<file path="src/rtl/dmem_arbiter_pkg.sv">
// ============================================================================
// dmem_arbiter_pkg : shared types for the data-memory arbiter   | rev 1.0
// ============================================================================
`default_nettype none

package dmem_arbiter_pkg;

    localparam int XLEN = 32;

    typedef enum logic [1:0] {
        ARB_CORE_PRI  = 2'd0,
        ARB_DMA_FORCE = 2'd1,
        ARB_DMA_LOCK  = 2'd2
    } arb_state_e;

    localparam logic OWN_CORE = 1'b0;
    localparam logic OWN_DMA  = 1'b1;

endpackage

`default_nettype wire

</file>
<file path="src/rtl/arb_sat_counter.sv">
// ============================================================================
// arb_sat_counter : saturating event counter with limit flag     | rev 1.0
// ============================================================================
`default_nettype none

module arb_sat_counter #(
    parameter int W     = 4,
    parameter int LIMIT = 15
) (
    input  logic clk,
    input  logic rst,
    input  logic inc_i,
    input  logic clr_i,
    output logic at_limit_o
);

    localparam logic [W-1:0] LIM = W'(LIMIT);

    logic [W-1:0] cnt_q;
    logic [W-1:0] cnt_d;

    // clr together with inc restarts the count at one, so the event that
    // opens a new run is counted as part of it
    always_comb begin
        cnt_d = cnt_q;
        if (clr_i) begin
            cnt_d = (inc_i && (LIM != '0)) ? W'(1) : '0;
        end else if (inc_i && (cnt_q != LIM)) begin
            cnt_d = cnt_q + W'(1);
        end
    end

    always_ff @(posedge clk) begin
        if (!rst) begin
            cnt_q <= '0;
        end else begin
            cnt_q <= cnt_d;
        end
    end

    assign at_limit_o = (cnt_q == LIM);

endmodule

`default_nettype wire

</file>
<file path="src/rtl/dmem_arbiter.sv">
// ============================================================================
// dmem_arbiter : core/DMA arbiter for a single-port synchronous RAM | rev 1.0
// ============================================================================
`default_nettype none

module dmem_arbiter #(
    parameter int XLEN     = dmem_arbiter_pkg::XLEN,
    parameter int ADDR_W   = 14,
    parameter int MAX_WAIT = 8,
    parameter int LOCK_MAX = 16
) (
    input  logic              clk,
    input  logic              rst,
    input  logic              core_req_i,
    input  logic [3:0]        core_we_i,
    input  logic [ADDR_W-1:0] core_addr_i,
    input  logic [XLEN-1:0]   core_wdata_i,
    output logic              core_stall_o,
    output logic              core_rvalid_o,
    output logic [XLEN-1:0]   core_rdata_o,
    input  logic              dma_req_i,
    input  logic              dma_lock_i,
    input  logic [3:0]        dma_we_i,
    input  logic [ADDR_W-1:0] dma_addr_i,
    input  logic [XLEN-1:0]   dma_wdata_i,
    output logic              dma_gnt_o,
    output logic              dma_rvalid_o,
    output logic [XLEN-1:0]   dma_rdata_o,
    output logic              mem_en_o,
    output logic [3:0]        mem_we_o,
    output logic [ADDR_W-1:0] mem_addr_o,
    output logic [XLEN-1:0]   mem_wdata_o,
    input  logic [XLEN-1:0]   mem_rdata_i
);

    import dmem_arbiter_pkg::*;

    localparam int WAIT_W = 8;
    localparam int LOCK_W = $clog2(LOCK_MAX) + 1;

    arb_state_e state_q, state_d;
    logic       slot_q, slot_d;
    logic       rd_pend_q, rd_pend_d;
    logic       rd_owner_q, rd_owner_d;

    logic w_dma_pri;
    logic w_core_gnt;
    logic w_dma_gnt;
    logic w_wait_inc, w_wait_clr, w_wait_at_limit;
    logic w_lock_inc, w_lock_clr, w_lock_at_limit;

    arb_sat_counter #(
        .W     (WAIT_W),
        .LIMIT (MAX_WAIT - 1)
    ) u_wait_cnt (
        .clk        (clk),
        .rst        (rst),
        .inc_i      (w_wait_inc),
        .clr_i      (w_wait_clr),
        .at_limit_o (w_wait_at_limit)
    );

    arb_sat_counter #(
        .W     (LOCK_W),
        .LIMIT (LOCK_MAX - 1)
    ) u_lock_cnt (
        .clk        (clk),
        .rst        (rst),
        .inc_i      (w_lock_inc),
        .clr_i      (w_lock_clr),
        .at_limit_o (w_lock_at_limit)
    );

    // The favoured side always wins; the other side only gets an idle slot.
    always_comb begin
        w_dma_pri = (state_q != ARB_CORE_PRI);
        if (w_dma_pri) begin
            w_dma_gnt  = dma_req_i;
            w_core_gnt = core_req_i & ~dma_req_i;
        end else begin
            w_core_gnt = core_req_i;
            w_dma_gnt  = dma_req_i & ~core_req_i;
        end
        if (!rst) begin
            w_core_gnt = 1'b0;
            w_dma_gnt  = 1'b0;
        end
    end

    always_comb begin
        state_d    = state_q;
        slot_d     = 1'b0;
        w_wait_inc = 1'b0;
        w_wait_clr = w_dma_gnt;
        w_lock_inc = 1'b0;
        w_lock_clr = 1'b0;
        unique case (state_q)
            ARB_CORE_PRI: begin
                w_wait_inc = core_req_i & dma_req_i;
                if (w_dma_gnt && dma_lock_i) begin
                    state_d    = ARB_DMA_LOCK;
                    w_lock_clr = 1'b1;
                    w_lock_inc = 1'b1;
                end else if (slot_q && w_core_gnt && dma_req_i && dma_lock_i) begin
                    // burst resumes right after its guaranteed core slot
                    state_d    = ARB_DMA_LOCK;
                    w_lock_clr = 1'b1;
                end else if (w_wait_inc && w_wait_at_limit) begin
                    state_d = ARB_DMA_FORCE;
                end else begin
                    state_d = ARB_CORE_PRI;
                end
            end
            ARB_DMA_FORCE: begin
                w_wait_clr = 1'b1;
                if (w_dma_gnt && dma_lock_i) begin
                    state_d    = ARB_DMA_LOCK;
                    w_lock_clr = 1'b1;
                    w_lock_inc = 1'b1;
                end else begin
                    state_d = ARB_CORE_PRI;
                end
            end
            ARB_DMA_LOCK: begin
                if (dma_req_i && dma_lock_i) begin
                    if (w_lock_at_limit) begin
                        state_d = ARB_CORE_PRI;
                        slot_d  = 1'b1;
                    end else begin
                        state_d    = ARB_DMA_LOCK;
                        w_lock_inc = 1'b1;
                    end
                end else begin
                    state_d = ARB_CORE_PRI;
                end
            end
            default: state_d = ARB_CORE_PRI;
        endcase
    end

    assign rd_pend_d  = (w_core_gnt && (core_we_i == 4'd0)) ||
                        (w_dma_gnt  && (dma_we_i  == 4'd0));
    assign rd_owner_d = w_dma_gnt ? OWN_DMA : OWN_CORE;

    always_ff @(posedge clk) begin
        if (!rst) begin
            state_q    <= ARB_CORE_PRI;
            slot_q     <= 1'b0;
            rd_pend_q  <= 1'b0;
            rd_owner_q <= OWN_CORE;
        end else begin
            state_q    <= state_d;
            slot_q     <= slot_d;
            rd_pend_q  <= rd_pend_d;
            rd_owner_q <= rd_owner_d;
        end
    end

    assign core_stall_o  = rst & core_req_i & ~w_core_gnt;
    assign dma_gnt_o     = w_dma_gnt;
    assign core_rvalid_o = rst & rd_pend_q & (rd_owner_q == OWN_CORE);
    assign dma_rvalid_o  = rst & rd_pend_q & (rd_owner_q == OWN_DMA);
    assign core_rdata_o  = mem_rdata_i;
    assign dma_rdata_o   = mem_rdata_i;

    assign mem_en_o    = w_core_gnt | w_dma_gnt;
    assign mem_we_o    = w_dma_gnt ? dma_we_i : (w_core_gnt ? core_we_i : 4'd0);
    assign mem_addr_o  = w_dma_gnt ? dma_addr_i  : core_addr_i;
    assign mem_wdata_o = w_dma_gnt ? dma_wdata_i : core_wdata_i;

endmodule

`default_nettype wire

</file>
<file path="config.mk">
export PLATFORM = sky130hd
export DESIGN_NAME = dmem_arbiter
export DESIGN_NICKNAME = d
export VERILOG_FILES = /design/src/rtl/dmem_arbiter_pkg.sv /design/src/rtl/arb_sat_counter.sv /design/src/rtl/dmem_arbiter.sv
export SDC_FILE = /design/constraint.sdc
export NUM_CORES = 1
export LEC_CHECK = 0
export ABC_CLOCK_PERIOD_IN_PS = 4900
export CAP_MARGIN = 25
export CELL_PAD_IN_SITES_DETAIL_PLACEMENT = 0
export CELL_PAD_IN_SITES_GLOBAL_PLACEMENT = 1
export CORE_MARGIN = 3
export CORE_UTILIZATION = 18
export CTS_BUF_LIST = sky130_fd_sc_hd__clkbuf_16
export CTS_CLUSTER_DIAMETER = 80
export DETAILED_ROUTE_END_ITERATION = 7
export GPL_TIMING_DRIVEN = 0
export PLACE_DENSITY = 0.9
export RECOVER_POWER = 100
export SYNTH_ARGS = -nofsm -noshare
export SYNTH_HDL_FRONTEND = slang
export SYNTH_SLANG_ARGS = --single-unit
export TNS_END_PERCENT = 1
</file>
<file path="constraint.sdc">
create_clock -name clk -period 4.9 [get_ports clk]
set_clock_uncertainty 0.2 [all_clocks]
set_input_delay 0.98 -clock clk [delete_from_list [all_inputs] [get_ports clk]]
set_output_delay 0.98 -clock clk [all_outputs]
set_load 0.01 [all_outputs]
</file>
# --- Word level (Yosys, flattened, before mapping) ---
# Index checks and enable logic that the tools add are counted.
op_classes:
  mux: 32
  bitwise: 13
  reduce_logical: 19
  n_addsub: 2
  n_eq_ne: 6
op_table:
  columns: ["op", "n"]
  rows:
  - ["$mux W32", 1]
  - ["$mux W1", 16]
  - ["$mux W8", 2]
  - ["$mux W14", 1]
  - ["$logic_and A1 B1 Y1", 10]
  - ["$mux W2", 5]
  - ["$mux W5", 2]
  - ["$add A8 B1 Y8 const B", 1]
  - ["$and A1 B1 Y1", 8]
  - ["$eq A8 B3 Y1 const B", 1]
  - ["$logic_not A4 Y1", 2]
  - ["$mux W4", 2]
  - ["$ne A8 B3 Y1 const B", 1]
  - ["$pmux W2 S3", 1]
  - ["$reduce_bool A2 Y1", 3]
  - ["$add A5 B1 Y5 const B", 1]
  - ["$eq A5 B4 Y1 const B", 1]
  - ["$ne A5 B4 Y1 const B", 1]
  - ["$not A1 Y1", 4]
  - ["$pmux W1 S2", 2]
  - ["$reduce_and A3 Y1", 1]
  - ["$eq A2 B1 Y1 const B", 1]
  - ["$eq A2 B2 Y1 const B", 1]
  - ["$logic_not A2 Y1", 1]
  - ["3 further kinds", 3]
totals:
  output_inout_bits: 119
  regBits: 18
  input_bits: 137

# --- Longest topological paths before layout ---
# Gate-level depths: netlist of the first run.
logic_depth:
  word_depth: 11
  ltp_mapped: 6

# --- Hierarchy ---
# From an unflattened synthesis of the first run, not the netlist that was laid out.
unflattened:
  hier_cells: 236
  area_unflattened_um2: 2263.4
modules_own_cells:
  columns: ["module", "n_inst", "cells_each", "area_each_um2", "seq_area_each_um2"]
  rows:
  - ["dmem_arbiter", 1, 159, 1604.0, 100.1]
  - ["arb_sat_counter at u_wait_cnt", 1, 49, 406.6, 160.2]
  - ["arb_sat_counter at u_lock_cnt", 1, 28, 252.7, 100.1]

# --- Least setup slack after synthesis of the first run ---
# Ideal clock, no wire load.
synth_path:
  path_kind: "input to output"
  from: "input core_req_i"
  to: "output mem_wdata_o[27]"
  path_stages: 4
  path_buffers: 2
  required_time_ns: 3.720
  arrival_ns: 1.995
  path_slack_ns: 1.725
  cell_sequence: "buf_2 > a21oi_2 > buf_2 > mux2_2"
synth_via:
  elab_chain_cells: 5
synth_lines:
  columns: ["item", "line", "text"]
  rows:
  - ["from (decl)", "dmem_arbiter.sv:14", "input logic core_req_i,"]
  - ["$not A1 Y1", "dmem_arbiter.sv:82", "w_dma_gnt = dma_req_i & ~core_req_i;"]
  - ["$and A1 B1 Y1", "dmem_arbiter.sv:82", null]
  - ["$mux W1", "dmem_arbiter.sv:77", "if (w_dma_pri) begin"]
  - ["$mux W1", "dmem_arbiter.sv:84", "if (!rst) begin"]
  - ["via dma_gnt_o", "dmem_arbiter.sv:26", "output logic dma_gnt_o,"]
  - ["$mux W32", "dmem_arbiter.sv:169", "assign mem_wdata_o = w_dma_gnt ? dma_wdata_i : core_wdata_i;"]
  - ["to (decl)", "dmem_arbiter.sv:32", "output logic [XLEN-1:0] mem_wdata_o,"]
# The timed path passes the listed nets, and every way through them passes these cells.

# --- Worst setup path in the final report of the first run ---
layout_path:
  from: "input dma_req_i"
  to: "output mem_wdata_o[27]"
layout_via:
  elab_chain_cells: 4
layout_lines:
  columns: ["item", "line", "text"]
  rows:
  - ["from (decl)", "dmem_arbiter.sv:21", "input logic dma_req_i,"]
  - ["$and A1 B1 Y1", "dmem_arbiter.sv:82", null]
  - ["$mux W1 (*)", "dmem_arbiter.sv:77", null]
  - ["$mux W1 (*)", "dmem_arbiter.sv:84", null]
  - ["$mux W32 (*)", "dmem_arbiter.sv:169", null]
# Mark *: on every way between the ends. The rest lies on a longest branch, timed or not.

==> metrics.md, run 1 <==
| Metric | Value |
|---|---|
| Die Ht | `115 um` |
| Comb power frac | `50.9%` |
| Routed vias/inst | `4.25` |
| Register area | `360 um^2` |
| Peak supply drop | `0.0000933 V` |
| Clock Tree Root | `clkbuf_16` |
| Syn nets | `385` |
| Period minus WS final | `4.66 ns` |
| GRT overflow | `0` |
| Final setup viols | `0` |
| Arrival @ worst endpoint | `3.48 ns` |
| Final worst-path cycle share | `95.2%` |
| Synth-to-Final Area Change | `116%` |
| Hold buffers post-CTS | `0` |
| Worst-path clk slew | `0.05 ns` |
| Full die area | `0.0131 mm^2` |
| Synth cell types | `41` |
| Max cap viols | `0` |
| Share of cells above drive strength 1 | `26.1%` |
| Mux cell area share after synthesis | `26.3%` |
| Initial Utilization | `18.5%` |
| Area after DPL | `0.00453 mm^2` |
| GRT Overall Usage | `13.7%` |
| Multi-input gate area | `0.00117 mm^2` |
| Hold Slack | `0.262 ns` |
| Synth Area in Compound Gates | `13.0%` |
| Fin Setup TNS | `0 ns` |
| Via count | `2611` |
| Dpl cells | `610` |
| Netlist Area Pre-Place | `0.00212 mm^2` |
| Setup Crit Path Kind | `in2out` |
| Net Sw Frac | `25.8%` |
| Clock power share | `25.8%` |
| Final ANT Viol Nets | `0` |
| Finished Layout Cells | `614` |
| RSZ-0062 raised after global routing | `no` |
| Main combinational cell family by area after synthesis | `buffers and inverters` |
| Warnings, synthesis | `0` |
| First-pass GRT wire length | `14100 um` |
| Pleak | `1.79 nW` |
| Setup crit start kind | `primary input` |
| First drt pass iteration count | `4` |
| Postcts setup bufs | `0` |
| # fillers | `1159` |
| Maximum clock frequency | `214 MHz` |
| TritonCTS clock tree | `built` |
| DRT iter0 DRCs | `63` |
| Avg Inst Size Synth | `8.67 um^2` |
| Pin count of the biggest net entering global routing | `11` |
| HPWL Detailed | `8840 um` |
| Post-synthesis xor/xnor area fraction | `0%` |
| CTS H-tree depth | `1` |
| Fin area | `0.00460 mm^2` |
| Core area | `0.0115 mm^2` |
| Antenna cell count | `0` |
| Max-slew violations | `0` |
| Clock sink total | `18` |
| Status | `finished, final reports clean` |
| Simple-Gate Fraction of Synth Area | `14.3%` |
| Initial antenna violation count | `1` |
| Critical Path Fanout Max | `10` |
| Slew HR | `65.1%` |
| Synth Area in Adders | `1.77%` |
| Placement-stage worst setup slack | `0.249 ns` |
| CP endpoint kind | `output pin` |
| Final worst slack | `0.237 ns` |
| Seq pwr share | `23.4%` |
| Worst-Skew Late Latency | `0.25 ns` |
| Wire per inst | `16.1 um` |
| # resized after CTS | `0` |
| Sw power | `166 uW` |
| P_int | `476 uW` |
| Placer's final routability congestion estimate | `0.784` |
| Final #Nets | `612` |
| Number of global-route vias before repair | `2685` |
| Port bufs | `222` |
| Worst-margin pin slew | `0.517 ns` |
| Post-synthesis register bit count | `18` |
| CTS max path bufs | `2` |
| Drt total wl | `9870 um` |
| Drt drc | `0` |
| Die W | `115 um` |
| Rows | `39` |
| Power Dens Cells | `140 mW/mm^2` |
| Syn Inst Count | `245` |
| Sequential area share after synthesis | `17.0%` |
| Cts bufs inserted | `3` |
| Number of hold violations in the final report | `0` |
| Worst min path class | `reg2reg` |
| I/O pin count | `256` |
| Worst Path Required | `3.72 ns` |
[cells in the final DEF (no fill, tap or decap), types with 5 or more instances in the layout]
master           netlist  routed
mux2_2                46      46
clkdlybuf4s50_1        0     144
clkbuf_1               4       5
nor2_1                 6       6
dfxtp_1               18      18
dlygate4sd3_1          0      78
o2111ai_1              7       7
buf_4                 64      64
or4_1                  5       5
nand2_1               11      11
inv_1                 11      11
nand3_1                5       5
o31ai_1                5       5
[cell families after synthesis]
logic type	count (synthesis)
AO/OA/AOI/OAI	37
adder cells (fa/ha/maj)	3
buffers and inverters	87
flip-flops	18
multiplexers	50
AND/OR/NAND/NOR	50
[state kept, by name (all words and copies together), names as in the netlist]
signal	cells
rd_owner_q	1
rd_pend_q	1
slot_q	1
state_q	2
u_lock_cnt.cnt_q	5
u_wait_cnt.cnt_q	8
[stage by stage]
step | power (mW) | utilization [%]
after floorplan | 0.281 | -
after global placement | 0.494 | 39.5
after detailed placement | 0.497 | 39.5
after CTS | 0.663 | 40.2
after global routing | 0.671 | 40.1
final | 0.642 | 40.1
[synthesized netlist by cell type]
cell type	number	area, um^2
nand4bb_4	1	27.5
nor3b_1	3	22.5
o32ai_1	1	8.76
o21ai_0	4	20.0
a2111oi_0	1	8.76
nand4b_1	1	8.76
a21oi_2	1	8.76
nand4_1	1	6.26
dfxtp_1	18	360
o221ai_1	1	8.76
a211oi_1	4	30.0
inv_1	11	41.3
clkbuf_1	4	15.0
o2111ai_1	7	61.3
nand2_1	11	41.3
a31oi_1	1	6.26
ha_1	3	37.5
nor4b_1	1	8.76
mux2_2	46	518
a21o_1	1	7.51
buf_6	2	22.5
mux2i_1	4	40.0
nand3_1	5	25.0
or2b_1	1	7.51
o22ai_1	2	12.5
nor2_1	6	22.5
buf_4	64	480
nor3_1	1	5.00
nand2b_1	1	6.26
and4_1	1	8.76
o32a_1	1	10.0
and3_1	4	25.0
a22o_1	4	35.0
buf_2	6	30.0
a21oi_1	4	20.0
or2_2	1	6.26
nor2b_1	2	12.5
nand3b_1	1	7.51
or4_1	5	37.5
o31ai_1	5	37.5
nor4_1	4	25.0
[power by group through the flow]
| stage | Clock, mW | Combinational (mW) | Sequential (mW) |
|---|---|---|---|
| after floorplan | 0 | 0.129 | 0.152 |
| after global placement | 0 | 0.341 | 0.153 |
| after detailed placement | 0 | 0.344 | 0.153 |
| after CTS | 0.168 | 0.346 | 0.150 |
| after global routing | 0.175 | 0.345 | 0.150 |
| final | 0.165 | 0.326 | 0.150 |
[per-layer routing]
metal  track usage, %  routed length, um  vias up
met5                0                 11        -
met4             4.20                165        2
met3             4.97               1010       12
met2             23.7               5050      130
met1             15.6               3620     1183
li1                 -                  -     1284
[worst paths after layout]
path,startpoint,end,slack (ns),depth (start not counted)
min,u_lock_cnt.cnt_q[4],u_lock_cnt.cnt_q[4],0.26,2
min reg2reg,u_lock_cnt.cnt_q[4],u_lock_cnt.cnt_q[4],0.26,2
max,dma_req_i,mem_wdata_o[27],0.24,6
max reg2reg,u_lock_cnt.cnt_q[0],u_lock_cnt.cnt_q[3],2.75,6
[final cells by class]
| class | instances | area share (%) |
|---|---|---|
| Sequential cell | 18 | 7.84 |
| Multi-Input combinational cell | 140 | 25.6 |
| Inverter | 11 | 0.898 |
| Tap cell | 143 | 3.89 |
| Clock inverter | 1 | 0.0817 |
| Buffer | 76 | 11.8 |
| Timing Repair Buffer | 222 | 48.3 |
| Clock buffer | 3 | 1.63 |
[critical path: stages]
cell             delay, ns
clkdlybuf4s50_1       0.68
nand2_1               0.20
a21oi_2               0.36
buf_2                 0.31
mux2_2                0.36
dlygate4sd3_1         0.60
(Power assumes the default switching activity.)
==> run 2, diff against run 1 <==
--- a/config.mk
+++ b/config.mk
@@ -5,7 +5,7 @@
 export SDC_FILE = /design/constraint.sdc
 export NUM_CORES = 1
 export LEC_CHECK = 0
-export ABC_CLOCK_PERIOD_IN_PS = 4900
+export ABC_CLOCK_PERIOD_IN_PS = 5550
 export CAP_MARGIN = 25
 export CELL_PAD_IN_SITES_DETAIL_PLACEMENT = 0
 export CELL_PAD_IN_SITES_GLOBAL_PLACEMENT = 1
==> constraint.sdc (replaced) <==
create_clock -name clk -period 5.55 [get_ports clk]
set_clock_uncertainty 0.2 [all_clocks]
set_input_delay 1.11 -clock clk [delete_from_list [all_inputs] [get_ports clk]]
set_output_delay 1.11 -clock clk [all_outputs]
set_load 0.01 [all_outputs]
==> run 2 against run 1 <==
Against the previous run:
- critical path depth stayed put
- utilization about the same
- count of clock-buffer cells in the layout did not move
- die area unchanged
- global-route usage did not move
==> metrics.md, run 2 (synthesized netlist as in run 1, its figures left out) <==
| Metric | Value |
|---|---|
| Status | `finished, final reports clean` |
| Final ANT Viol Nets | `0` |
| Drt drc | `0` |
| Reg2reg end | `u_lock_cnt.cnt_q[3]` |
| # fillers | `1160` |
| I/O pin count | `256` |
| Worst Path Required | `4.24 ns` |
| Antenna cell count | `0` |
| Synth-to-Final Area Change | `116%` |
| First-pass GRT wire length | `14100 um` |
| Postcts setup bufs | `0` |
| DRT iter0 DRCs | `62` |
| CP Depth | `6` |
| Max reg flops | `8` |
| Maximum clock frequency | `197 MHz` |
| GRT overflow | `0` |
| Final worst slack | `0.475 ns` |
| Number of global-route vias before repair | `2685` |
| Final #Nets | `612` |
| # resized after CTS | `0` |
| Rows | `39` |
| Clock Tree Root | `clkbuf_16` |
| Final setup viols | `0` |
| TritonCTS clock tree | `built` |
| Die W | `115 um` |
| Initial Utilization | `18.5%` |
| Area after DPL | `0.00453 mm^2` |
| Pin count of the biggest net entering global routing | `11` |
| Worst-path clk slew | `0.05 ns` |
| Most flop-heavy register | `u_wait_cnt.cnt_q` |
| Worst path slowest cell | `dlygate4sd3_1` |
| Max-slew violations | `0` |
| First drt pass iteration count | `4` |
| Worst-Skew Late Latency | `0.25 ns` |
| Max cap viols | `0` |
| Worst min path class | `reg2reg` |
| R2r worst-path depth | `6` |
| Reg2reg setup slack | `3.39 ns` |
| Port bufs | `222` |
| CP top delay family | `buffers and inverters` |
| Slew HR | `65.1%` |
| Drt total wl | `9860 um` |
| Number of hold violations in the final report | `0` |
| Via count | `2615` |
| Cts bufs inserted | `3` |
| Crit path capture | `mem_wdata_o[19]` |
| Setup Crit Path Kind | `in2out` |
| CP endpoint kind | `output pin` |
| Hold Slack | `0.262 ns` |
| Fin Setup TNS | `0 ns` |
| Layout Utilization | `40.1%` |
| Hold buffers post-CTS | `0` |
| Clock sink total | `18` |
| Buf+Inv Stages, Crit Path | `3` |
| CTS max path bufs | `2` |
| Routed vias/inst | `4.26` |
| Peak supply drop | `0.0000825 V` |
| HPWL Detailed | `8840 um` |
| Wire per inst | `16.1 um` |
| CTS H-tree depth | `1` |
| Die Ht | `115 um` |
| Most common cell after layout, fill and taps aside | `clkdlybuf4s50_1` |
| Full die area | `0.0131 mm^2` |
| Most frequent cells in the layout | `clkdlybuf4s50_1, dlygate4sd3_1, buf_4` |
| Critical path's largest stage delay | `0.74 ns` |
| Share of cells above drive strength 1 | `25.7%` |
| Finished Layout Cells | `614` |
| Initial antenna violation count | `1` |
| Core area | `0.0115 mm^2` |
| Critical path origin | `dma_req_i` |
| Placement-stage worst setup slack | `0.639 ns` |
| Critical Path Fanout Max | `10` |
| Final worst-path cycle share | `91.4%` |
| Dpl cells | `610` |
| Arrival @ worst endpoint | `3.76 ns` |
| Power Dens Cells | `122 mW/mm^2` |
| Total power | `561 uW` |
| Worst flop-to-flop path startpoint | `u_lock_cnt.cnt_q[0]` |
| CP Cell Sequence | `dlygate4sd3_1, nand2_1, a21oi_2, clkbuf_1, mux2_2, clkdlybuf4s50_1` |
| Pleak | `1.79 nW` |
| RSZ-0062 raised after global routing | `no` |
| Fin area | `0.00459 mm^2` |
| Worst-margin pin slew | `0.517 ns` |
| GRT Overall Usage | `13.7%` |
| Setup crit start kind | `primary input` |
| Period minus WS final | `5.07 ns` |
| Placer's final routability congestion estimate | `0.784` |
| Largest regs | `u_wait_cnt.cnt_q: 8 flops, u_lock_cnt.cnt_q: 5 flops, state_q: 2 flops` |
-- run 2: worst min-delay path, delay by kind of cell, from the launching register on --
kind,cells,cell delay [ns]
AO/OA/AOI/OAI,1,0.05
AND/OR/NAND/NOR,1,0.05
flip-flops,1,0.31
-- run 2: where the power goes --
group	switching (mW)	internal [mW]
Clock	0.0502	0.0958
Combinational	0.0940	0.189
Sequential	0.00153	0.131
Total	0.146	0.415
-- run 2: cell type report --
type,instances,area [um^2],area share [%]
Sequential cell,18,360,7.84
Multi-Input combinational cell,140,1170,25.6
Timing Repair Buffer,222,2220,48.4
Clock inverter,1,3.75,0.0817
Buffer,76,538,11.7
Tap cell,143,179,3.89
Clock buffer,3,75.1,1.63
Inverter,11,41.3,0.899
-- run 2: how the worst min path moves through the flow --
stage,to,from,depth (start not counted)
floorplan,u_lock_cnt.cnt_q[4],u_lock_cnt.cnt_q[4],2
global placement,u_lock_cnt.cnt_q[4],u_lock_cnt.cnt_q[4],2
CTS,u_lock_cnt.cnt_q[4],u_lock_cnt.cnt_q[4],2
finish,u_lock_cnt.cnt_q[4],u_lock_cnt.cnt_q[4],2
global route,u_lock_cnt.cnt_q[4],u_lock_cnt.cnt_q[4],2
detailed placement,u_lock_cnt.cnt_q[4],u_lock_cnt.cnt_q[4],2
-- run 2: per-layer routing --
| layer | GRT usage, % | vias to the layer above | part of all wire (%) |
|---|---|---|---|
| li1 | - | 1282 | - |
| met5 | 0 | - | 0.11 |
| met1 | 15.6 | 1186 | 37 |
| met4 | 4.20 | 2 | 1.7 |
| met3 | 4.97 | 12 | 10 |
| met2 | 23.7 | 133 | 51 |
==> run 3, diff against run 2 <==
--- a/config.mk
+++ b/config.mk
@@ -20,4 +20,3 @@
 export SYNTH_ARGS = -nofsm -noshare
 export SYNTH_HDL_FRONTEND = slang
 export SYNTH_SLANG_ARGS = --single-unit
-export TNS_END_PERCENT = 1
==> results of run 3 <==
Final layout, timing and power as in run 2 (identical DEF).
